===== config.mk =====
export PLATFORM = sky130hd
export DESIGN_NAME = sar_logic
export DESIGN_NICKNAME = d
export VERILOG_FILES = /design/src/rtl/sar_pkg.sv /design/src/rtl/sar_logic.sv
export SDC_FILE = /design/constraint.sdc
export NUM_CORES = 1
export LEC_CHECK = 0
export BUFFER_PORTS_ARGS = -buffer_cell sky130_fd_sc_hd__buf_2
export CORE_ASPECT_RATIO = 1.75
export CORE_MARGIN = 1
export CORE_UTILIZATION = 58
export CTS_CLUSTER_SIZE = 8
export DETAILED_ROUTE_END_ITERATION = 8
export PLACE_DENSITY = 0.86
export SYNTH_ARGS = -nofsm -noshare
export SYNTH_HDL_FRONTEND = slang
export SYNTH_SLANG_ARGS = --single-unit

===== constraint.sdc =====
create_clock -name clk -period 4.2 [get_ports clk]
set_input_delay 0 -clock clk [delete_from_list [all_inputs] [get_ports clk]]
set_output_delay 0 -clock clk [all_outputs]
set_load 0.02 [all_outputs]

===== src/rtl/sar_pkg.sv =====
// Shared types and defaults for the FRIDA SAR ADC successive-approximation controller.
package sar_pkg;

  localparam int SAR_N_BITS_DEF        = 8;
  localparam int SAR_SAMPLE_CYCLES_DEF = 2;

  // Sample counter must hold SAMPLE_CYCLES-1 for the full legal range 1..15.
  localparam int SAR_SCNT_W = 4;

  typedef enum logic [2:0] {
    IDLE    = 3'd0,
    SAMPLE  = 3'd1,
    COMP    = 3'd2,
    RESOLVE = 3'd3,
    DONE    = 3'd4
  } sar_state_e;

endpackage : sar_pkg


===== src/rtl/sar_logic.sv =====
// SAR controller: sample switch, comparator clocking, binary search on the cap DAC, result word.
// Optional macro SAR_COMP_CHECK_EN adds comp_err, flagging unresolved comparator decisions.
module sar_logic
  import sar_pkg::*;
#(
  parameter int N_BITS        = SAR_N_BITS_DEF,
  parameter int SAMPLE_CYCLES = SAR_SAMPLE_CYCLES_DEF
) (
  input  logic              clk,
  input  logic              rst_n,
  input  logic              start,
  input  logic              comp_p,
  input  logic              comp_n,
  output logic              comp_clk,
  output logic              samp,
  output logic [N_BITS-1:0] dac_p,
  output logic [N_BITS-1:0] dac_n,
  output logic              busy,
  output logic [N_BITS-1:0] data_out,
  output logic              data_valid
`ifdef SAR_COMP_CHECK_EN
  ,
  output logic              comp_err
`endif
);

  localparam int IDX_W = (N_BITS > 1) ? $clog2(N_BITS) : 1;
  localparam logic [IDX_W-1:0]      IDX_MSB   = IDX_W'(N_BITS - 1);
  localparam logic [SAR_SCNT_W-1:0] SCNT_LAST = SAR_SCNT_W'(SAMPLE_CYCLES - 1);

  localparam logic [2:0] ST_IDLE    = 3'(IDLE);
  localparam logic [2:0] ST_SAMPLE  = 3'(SAMPLE);
  localparam logic [2:0] ST_COMP    = 3'(COMP);
  localparam logic [2:0] ST_RESOLVE = 3'(RESOLVE);
  localparam logic [2:0] ST_DONE    = 3'(DONE);

  logic [2:0]            state;
  logic [IDX_W-1:0]      bit_idx;
  logic [SAR_SCNT_W-1:0] samp_cnt;
  logic [N_BITS-1:0]     dac_reg;
  logic                  decision;

`ifdef SAR_COMP_CHECK_EN
  logic comp_bad;
  logic err_flag;

  // Equal rails mean the comparator did not resolve; treat as "below" and remember it.
  assign comp_bad = (comp_p == comp_n);
  assign decision = comp_p & ~comp_bad;
`else
  logic unused_comp_n;

  assign unused_comp_n = comp_n;
  assign decision      = comp_p;
`endif

  // Both DAC sides come from one register so they can never be skewed by a cycle.
  assign dac_p = dac_reg;
  assign dac_n = ~dac_reg;

  // NOTE: sequential state uses non-blocking assignments only, so every register
  // sees the pre-edge value of every other register regardless of statement order.
  always_ff @(posedge clk or negedge rst_n) begin
    if (!rst_n) begin
      state      <= ST_IDLE;
      bit_idx    <= IDX_MSB;
      samp_cnt   <= '0;
      dac_reg    <= '0;
      comp_clk   <= 1'b0;
      samp       <= 1'b0;
      busy       <= 1'b0;
      data_out   <= '0;
      data_valid <= 1'b0;
`ifdef SAR_COMP_CHECK_EN
      err_flag   <= 1'b0;
      comp_err   <= 1'b0;
`endif
    end else begin
      data_valid <= 1'b0;

      case (state)
        ST_IDLE: begin
          if (start) begin
            state    <= ST_SAMPLE;
            samp     <= 1'b1;
            busy     <= 1'b1;
            dac_reg  <= '0;
            samp_cnt <= '0;
            bit_idx  <= IDX_MSB;
`ifdef SAR_COMP_CHECK_EN
            err_flag <= 1'b0;
            comp_err <= 1'b0;
`endif
          end
        end

        ST_SAMPLE: begin
          if (samp_cnt == SCNT_LAST) begin
            state               <= ST_COMP;
            samp                <= 1'b0;
            comp_clk            <= 1'b1;
            dac_reg[N_BITS-1]   <= 1'b1;
          end else begin
            samp_cnt <= samp_cnt + 1'b1;
          end
        end

        ST_COMP: begin
          comp_clk <= 1'b0;
          state    <= ST_RESOLVE;
        end

        // Comparator output has had a full cycle to settle since the comp_clk rise.
        ST_RESOLVE: begin
          dac_reg[bit_idx] <= decision;
`ifdef SAR_COMP_CHECK_EN
          err_flag <= err_flag | comp_bad;
`endif
          if (bit_idx != '0) begin
            dac_reg[bit_idx - 1'b1] <= 1'b1;
            bit_idx                 <= bit_idx - 1'b1;
            comp_clk                <= 1'b1;
            state                   <= ST_COMP;
          end else begin
            state <= ST_DONE;
          end
        end

        ST_DONE: begin
          data_out   <= dac_reg;
          data_valid <= 1'b1;
          busy       <= 1'b0;
          bit_idx    <= IDX_MSB;
          state      <= ST_IDLE;
`ifdef SAR_COMP_CHECK_EN
          comp_err   <= err_flag;
`endif
        end

        default: begin
          state    <= ST_IDLE;
          comp_clk <= 1'b0;
          samp     <= 1'b0;
          busy     <= 1'b0;
        end
      endcase
    end
  end

endmodule : sar_logic


# Word level (Yosys, flattened, before mapping)
# Cells that the tools add are included.
# totals
ff_bits,30
input_bits,5
out_inout_bits,28
# op_classes
addsub,2
order_cmp,4
n_eq_ne,9
n_mux,27
bitwise_logic,5
reduce_logical,19
# ops
op,count
$mux 8,2
$mux 3,5
$reduce_and 3->1,5
$pmux 7 s2,1
$pmux 3 s4,1
$pmux 1 s3,3
$pmux 3 s3,1
$reduce_bool 3->1,3
$bwmux 8,1
$lt 3x4->1 const B,2
$mux 4,2
$ne 2x2->1 const B,4
$not 8->8,1
$or 8x8->8,1
$pmux 4 s2,1
$mux 1,7
$demux 1 s3,2
$eq 3x2->1 const B,2
$ge 3x1->1 const B,2
$reduce_and 2->1,3
$reduce_or 3->1,2
$add 4x1->4 const B,1
$eq 4x1->1 const B,1
$reduce_bool 2->1,2
8 further kinds,11

# Depth between registers and ports, before layout
# Gate-level depths: netlist (run 1).
# depth
ltp_word,8
depth_mapped,6
ltp_nobuf,5

# Worst setup path before layout (run 1)
# Ideal clock, no wire load.
# synth_path
path_type,register -> register
from,register bit_idx[0]
to,"register dac_reg[7], in the netlist dac_p[7]"
setup_ps,86
arrival_ps,1818
required_time_ps,4114
setup_slack_ps,2296
path_stages_with_launch,7
cell_sequence,dfstp_2 > clkbuf_1 > inv_1 > ha_1 > nor3b_1 > o21ai_0 > a32oi_1
# synth_between
elab_chain_len,8
elab_cells_between_ends,16
classes_between,add/sub: 1; order compare: 4; mux: 7; bitwise: 1; reduce/logical: 3
# synth_lines
item,line,text
start: declaration,sar_logic.sv:38,logic [IDX_W-1:0] bit_idx;
start signal: assignment,sar_logic.sv:121,bit_idx <= bit_idx - 1'b1;
$sub 3x1->3 (tied with other cells),sar_logic.sv:120,dac_reg[bit_idx - 1'b1] <= 1'b1;
$lt 3x4->1 (implied by the code) (tied with other cells),sar_logic.sv:120,
$logic_and 1x1->1 (implied by the code) or $mux 1 (tied branches),"sar_logic.sv:120, sar_logic.sv:115",
$mux 1 (implied by the code) or $demux 1 s3 (tied branches),"sar_logic.sv:120, sar_logic.sv:115",
$demux 1 s3 or $bwmux 8 (tied branches),"sar_logic.sv:120, sar_logic.sv:115",
$or 8x8->8 (no source line),n/a,
$mux 8 (*),sar_logic.sv:119,if (bit_idx != '0) begin
$pmux 1 s3 (*),sar_logic.sv:81,case (state)
end signal: indexed assignment,sar_logic.sv:115,dac_reg[bit_idx] <= decision;
end: declaration,sar_logic.sv:40,logic [N_BITS-1:0] dac_reg;
# Mark *: on every way between the ends. The rest lies on a longest branch, timed or not.
# A chain may end at the register's enable or synchronous reset.

# Worst setup path in the final report (run 1)
# Same ends and word-level chain as after synthesis.

==> results.tsv, run 1 <==
stage	metric	value	unit
placed_design	dp_worst_setup_slack	2.249	ns
die	io_pins	33	
clock_network	cts_tree	yes	
final_layout	drive_gt1_share	27.51	%
placed_design	placed_cells	207	
sta	hold_viol	0	
synth	synth_cell_types	39	
clock_network	cts_setup_buffers	0	
critical_path	r2r_slack	2.19	ns
clock_network	ctsHtreeMaxLevel	2	
die	die_area	3089	um2
routing	drc	0	
critical_path	r2r_start	bit_idx[0]$_DFFE_PN1P_	
grt	grt_use_total	25.80	%
clock_network	clk_latency	0.29	ns
sta	period_needed	2.013	ns
routing	drtIter0Drc	26	
synth	synth-warning-count	0	
final_layout	fin_cells	216	
critical_path	crit_family	flip-flops	
critical_path	worstPathArrival	2.22	ns
pwr	p_per_area	800.7	nW/um2
critical_path	critPathKind	reg -> reg	
critical_path	reg2reg_to	dac_p[7]$_DFFE_PN0P_	
synth	synth_flop_cell	dfrtp_1	
grt	grt_pass1_wl	5.858	mm
critical_path	path_max_fanout	15	
min_path	hp-class	in -> reg	
die	die_h	72.78	um
routing	viasPerCell	6.250	
synth	syn_area_per_cell	10.44	um2
sta	period_share	47.92	%
critical_path	cp_slowest_cell	dfstp_2	
critical_path	cpPeakStageDelay	0.68	ns
placed_design	place_area	1792	um2
synth	syn_nets	168	
min_path	hold_end	samp$_DFFE_PN0P_	
critical_path	critPathRequiredTime	4.41	ns
critical_path	end_kind	flop	
grt	grt_start_max_net_pins	31	
routing	drt_wl_total	3.513	mm
grt	grt_pass1_vias	1333	
pwr	ir_drop	416.5	uV
clock_network	clock_sinks	30	
run	maxCapViolCount	0	
routing	num_vias	1350	
sta	fin_ws	2.187	ns
clock_network	cts-resized-gates	0	
clock_network	cts_buffers	5	
pwr	leakage	0.9176	nW
final_layout	final_nets	197	
grt	grt-ovfl-total	0	
synth	syn-instance-count	159	
sta	worstMarginPinSlew	0.6627	ns
final_layout	n_fill_cell	217	
placed_design	dp_hpwl	2.440	mm
synth	async_flop_share	100.0	%
die	die_w	42.45	um
sta	timing.fmax	496.9	MHz
routing	antenna_left	0	
sta	drv_slew	0	
clock_network	clkTransAtPathRegs	0.06	ns
placed_design	gp_congestion	0.7786	
sta	setup_viol	0	
sta	rsz0062_at_grt	no	
final_layout	fin_area	1893	um2
sta	slew_headroom	55.82	%
critical_path	reg2reg_depth	5	
final_layout	seq_area	754.5	um2
routing	drt_first_pass_iters	4	
sta	tns	0	ns
min_path	holdPathStages	3	
synth	ys_ff_latch	30	
critical_path	critPathLaunchType	flop	
die	rows	25	
outcome	status	finished, final reports clean	
final_layout	multi_input_comb_area	788.3	um2
final_layout	area_growth	14.02	%
synth	synthesis.area	1660	um2
die	core	2721	um2
min_path	min_from	start	
placed_design	io_buffers	31	
critical_path	crit_chain	inv_1, ha_1, nor3b_1, o21ai_0, a32oi_1	
final_layout	diodes	0	
clock_network	root_buffer	clkbuf_8	
synth	synth_edf_count	0	
critical_path	cp.depth	5	
clock_network	clockBufferDepth	2	
routing	avgRoutedWirePerCell	16.26	um
sta	fin_worst_skew	0.005964	ns
die	initial_core_util	61.01	%
critical_path	critPathBufInv	1	
synth	yosysSeqAreaShare	45.44	%
grt	antenna_found_initial	0	
worst reg2reg max path, cell delays in order, from the launching register on:
cell	delay, ns
dfstp_2	0.68
inv_1	0.14
ha_1	0.27
nor3b_1	0.44
o21ai_0	0.19
a32oi_1	0.22
synth_stat cells, drive strengths merged, types with 2 or more instances:
| cell | number | area, um2 |
|---|---|---|
| mux2i | 10 | 100.1 |
| nor3b | 5 | 37.54 |
| nor3 | 5 | 36.29 |
| ha | 4 | 50.05 |
| mux2 | 8 | 90.09 |
| a32oi | 2 | 17.52 |
| o31ai | 3 | 22.52 |
| o2111ai | 4 | 35.03 |
| nand3b | 4 | 42.54 |
| nand2 | 4 | 15.01 |
| nor2 | 5 | 18.77 |
| nand2b | 3 | 18.77 |
| clkbuf | 5 | 18.77 |
| dfstp | 3 | 78.83 |
| dfrtp | 27 | 675.7 |
| nand3 | 9 | 45.04 |
| buf | 5 | 38.78 |
| a21oi | 6 | 30.03 |
| inv | 16 | 60.06 |
| nor2b | 6 | 37.54 |
| o21ai | 3 | 15.01 |
| o211ai | 10 | 75.07 |
logic make-up after synthesis:
kind of cell	Yosys count	synth area share, %
buffers and inverters	26	7.083
DFF	30	45.44
muxes	18	11.45
AOI/OAI and AO/OA	35	15.30
and+or+nand+nor	46	17.71
adders and majority gates	4	3.014
how the worst max path moves through the flow:
stage / startpoint / to / slack (ns)
2_1_floorplan: bit_idx[0]$_DFFE_PN1P_ / dac_p[7]$_DFFE_PN0P_ / 2.30
3_3_place_gp: bit_idx[0]$_DFFE_PN1P_ / dac_p[7]$_DFFE_PN0P_ / 2.34
3_5_place_dp: bit_idx[0]$_DFFE_PN1P_ / dac_p[7]$_DFFE_PN0P_ / 2.25
4_1_cts: bit_idx[0]$_DFFE_PN1P_ / dac_p[7]$_DFFE_PN0P_ / 2.19
5_1_grt: bit_idx[0]$_DFFE_PN1P_ / dac_p[7]$_DFFE_PN0P_ / 2.00
6_report: bit_idx[0]$_DFFE_PN1P_ / dac_p[7]$_DFFE_PN0P_ / 2.19
layout by cell type (no fill, tap or decap), types with 2 or more instances in the layout:
| master | Yosys | routed |
|---|---|---|
| mux2i_1 | 10 | 10 |
| nor3b_1 | 5 | 5 |
| clkbuf_8 | 0 | 6 |
| mux2_2 | 8 | 8 |
| ha_1 | 4 | 4 |
| a21oi_1 | 6 | 6 |
| nor3_1 | 4 | 4 |
| nor2_1 | 5 | 5 |
| a32oi_1 | 2 | 2 |
| buf_2 | 1 | 31 |
| o2111ai_1 | 4 | 4 |
| nor2b_1 | 6 | 6 |
| nand2b_1 | 3 | 3 |
| o211ai_1 | 10 | 10 |
| o31ai_1 | 3 | 3 |
| dfstp_2 | 3 | 3 |
| nand2_1 | 4 | 4 |
| o21ai_0 | 3 | 3 |
| nand3_1 | 9 | 9 |
| inv_1 | 16 | 16 |
| nand3b_1 | 3 | 3 |
| dfrtp_1 | 27 | 27 |
through the flow:
step / hold WS, ns / utilization, % / total power (W)
floorplan: -0.2956 / - / 0.001088
global placement: 0.06247 / 65.84 / 0.001228
detailed placement: 0.06918 / 65.84 / 0.001277
CTS: 0.09583 / 69.56 / 0.001527
global route: 0.1322 / 69.56 / 0.001620
finish: 0.09455 / 69.56 / 0.001516
flip-flops by register name (all words and copies together), names as in the netlist:
register    count
bit_idx         3
busy            1
comp_clk        1
dac_p           8
data_out        8
data_valid      1
samp            1
samp_cnt        4
state           3
power breakdown:
part	leakage (nW)	switching [W]	internal, W
clock	0.0482	0.000111	0.000132
combinational	0.494	0.000419	0.000283
sequential	0.375	0.000163	0.000408
metal layers:
layer,track usage (%),routed length [um],vias up
li1,-,-,634
met1,25.41,1336,670
met2,47.18,1953,36
met3,5.941,120,10
met4,15.97,103,0
met5,0,0,-
layout make-up:
type,instances,area share [%]
Tap cell,27,1.785
Inverter,16,3.172
Clock buffer,7,4.560
Multi-Input combinational cell,103,41.64
Clock inverter,1,0.2644
Sequential cell,30,39.85
Timing Repair Buffer,32,8.724
repair_timing:
action | CTS | global route
endpoints found under the hold margin | 27 | 0
hold buffers | 1 | 0
setup endpoints to repair | 0 | 0
No activity file was read; power rests on OpenSTA's default activity.
==> run 2: changes to the inputs <==
- CORE_UTILIZATION: 58 -> 54
- PLACE_DENSITY: 0.86 -> 0.81
- clock period: 4.2 -> 1.9 ns (I/O delays scaled with it)
==> run 2 against run 1 <==
  * Largest cell class unchanged
  * Clock power grew 110%
  * Critical endpoint is now dac_p[0]$_DFFE_PN0P_
  * The run now ends with design-rule violations left
  * Worst hold slack better by 0.042 ns
  * Count of clock-buffer cells in the layout did not move
  * Combinational power rose by 150%
==> results.tsv, run 2 (synthesis results as in run 1) <==
stage	metric	value	unit
run	maxCapViolCount	0	
die	rows	26	
routing	viasPerCell	6.223	
pwr	leakage	0.9534	nW
sta	setup_viol	0	
routing	drtIter0Drc	54	
pwr	switching_share	44.75	%
critical_path	critPathLaunchType	flop	
critical_path	end_kind	flop	
sta	timing.fmax	577.1	MHz
final_layout	final_common_cell	buf_2	
die	die_w	43.92	um
clock_network	clockBufferDepth	2	
placed_design	io_buffers	31	
final_layout	final_cell_mix	buf_2 (31), dfrtp_1 (27), inv_1 (16)	
final_layout	area_growth	17.56	%
outcome	status	finished with violations	
routing	antenna_left	0	
sta	worstMarginPinSlew	0.6825	ns
sta	period_share	91.20	%
sta	fin_worst_skew	0.009605	ns
die	core	2928	um2
final_layout	diodes	0	
die	die_area	3309	um2
grt	grt_use_total	23.22	%
sta	drv_slew	0	
pwr	p_per_area	1762	nW/um2
sta	tns	0	ns
clock_network	clkTransAtPathRegs	0.06	ns
routing	drt_wl_total	3.576	mm
die	initial_core_util	56.71	%
routing	num_vias	1394	
die	io_pins	33	
sta	hold_ws	0.1365	ns
clock_network	clk_latency	0.28	ns
sta	rsz0062_at_grt	no	
clock_network	root_buffer	clkbuf_8	
final_layout	n_fill_cell	241	
clock_network	ctsHtreeMaxLevel	2	
critical_path	critPathKind	reg -> reg	
pwr	clockPowerShare	15.1	%
placed_design	dp_hpwl	2.454	mm
routing	avgRoutedWirePerCell	15.96	um
pwr	ir_drop	994.8	uV
grt	grt_pass1_wl	5.499	mm
clock_network	cts_buffers	5	
grt	antenna_found_initial	0	
clock_network	cts_tree	yes	
placed_design	gp_congestion	0.8035	
min_path	hp-class	in -> reg	
pwr	comb_power_share	50.6	%
grt	grt_pass1_vias	1268	
pwr	seqPwrFrac	34.4	%
routing	drc	3	
pwr	p_sw	0.001539	W
critical_path	worstPathArrival	1.87	ns
clock_network	cts-resized-gates	0	
grt	grt_start_max_net_pins	31	
grt	grt-ovfl-total	0	
sta	slew_headroom	54.50	%
die	die_h	75.36	um
final_layout	drive_gt1_share	30.61	%
final_layout	final_nets	204	
sta	hold_viol	0	
critical_path	critPathRequiredTime	2.04	ns
outcome	violations	design-rule violations	
critical_path	path_max_fanout	9	
pwr	internal_power	0.001900	W
clock_network	clock_sinks	30	
sta	period_needed	1.733	ns
routing	drt_first_pass_iters	6	
==> run 2: cell types whose count changed in the layout (fill, tap and decap cells not counted) <==
cell,before,now
buf_4,0,7
nor3b_1,5,4
nor3b_2,0,1
==> run 2: final timing paths <==
kind / from / slack, ns / depth (start not counted) / to
worst max-delay path: bit_idx[1]$_DFFE_PN1P_ / 0.17 / 5 / dac_p[0]$_DFFE_PN0P_
worst min-delay path: start / 0.14 / 4 / state[0]$_DFFE_PN0P_
worst max register to register: bit_idx[1]$_DFFE_PN1P_ / 0.17 / 5 / dac_p[0]$_DFFE_PN0P_
worst min register to register: busy$_DFFE_PN0P_ / 0.48 / 1 / busy$_DFFE_PN0P_
max in group asynchronous: rst_n / 1.16 / 2 / comp_clk$_DFFE_PN0P_
min in group asynchronous: rst_n / 0.29 / 2 / data_valid$_DFF_PN0_
==> run 2: worst max-delay path: stages (launching register included) <==
cell and delay, ns:
dfstp_2 0.62, inv_1 0.10, ha_1 0.27, and2_1 0.24, o2111ai_1 0.23, o211ai_1 0.13
==> run 2: layout make-up <==
| class | count | area (um2) | area share (%) |
|---|---|---|---|
| clock buffer | 7 | 86.33 | 4.423 |
| clock inverter | 1 | 5.005 | 0.2564 |
| inverter | 16 | 60.06 | 3.077 |
| multi-input combinational | 103 | 793.3 | 40.64 |
| sequential | 30 | 754.5 | 38.65 |
| tap | 28 | 35.03 | 1.795 |
| timing repair buffer | 39 | 217.7 | 11.15 |
==> run 2: timing repair <==
item,4_1_cts,5_1_grt
hold buffers,1,0
buffers inserted,0,0
hold endpoints to repair,27,0
==> run 2: power groups by stage <==
stage	clock (W)	sequential, W	combinational (W)
floorplan	0	0.00126	0.00115
global placement	0	0.00116	0.00167
detailed placement	0	0.00118	0.00173
CTS	0.000538	0.00118	0.00174
global route	0.000561	0.00122	0.00191
finish	0.000519	0.00118	0.00174
==> run 2: layer usage <==
layer,part of all wire (%),global-route usage (%)
met2,56,43.62
met5,0,0
met4,2.7,13.80
met3,3.6,5.213
met1,37,22.45
==> run 2: per-stage QoR <==
step / utilization (%) / std cells / worst slack (ns) / area [um2] / power, W
final: 66.67 / 224 / 0.1671 / 1952 / 0.003439
after detailed placement: 63.21 / 215 / 0.2074 / 1851 / 0.002909
after floorplan: - / 159 / 0.06795 / 1665 / 0.002410
after global routing: 66.67 / 224 / 0.03730 / 1952 / 0.003686
after CTS: 66.67 / 224 / 0.1672 / 1952 / 0.003459
after global placement: 63.21 / 215 / 0.2676 / 1851 / 0.002826
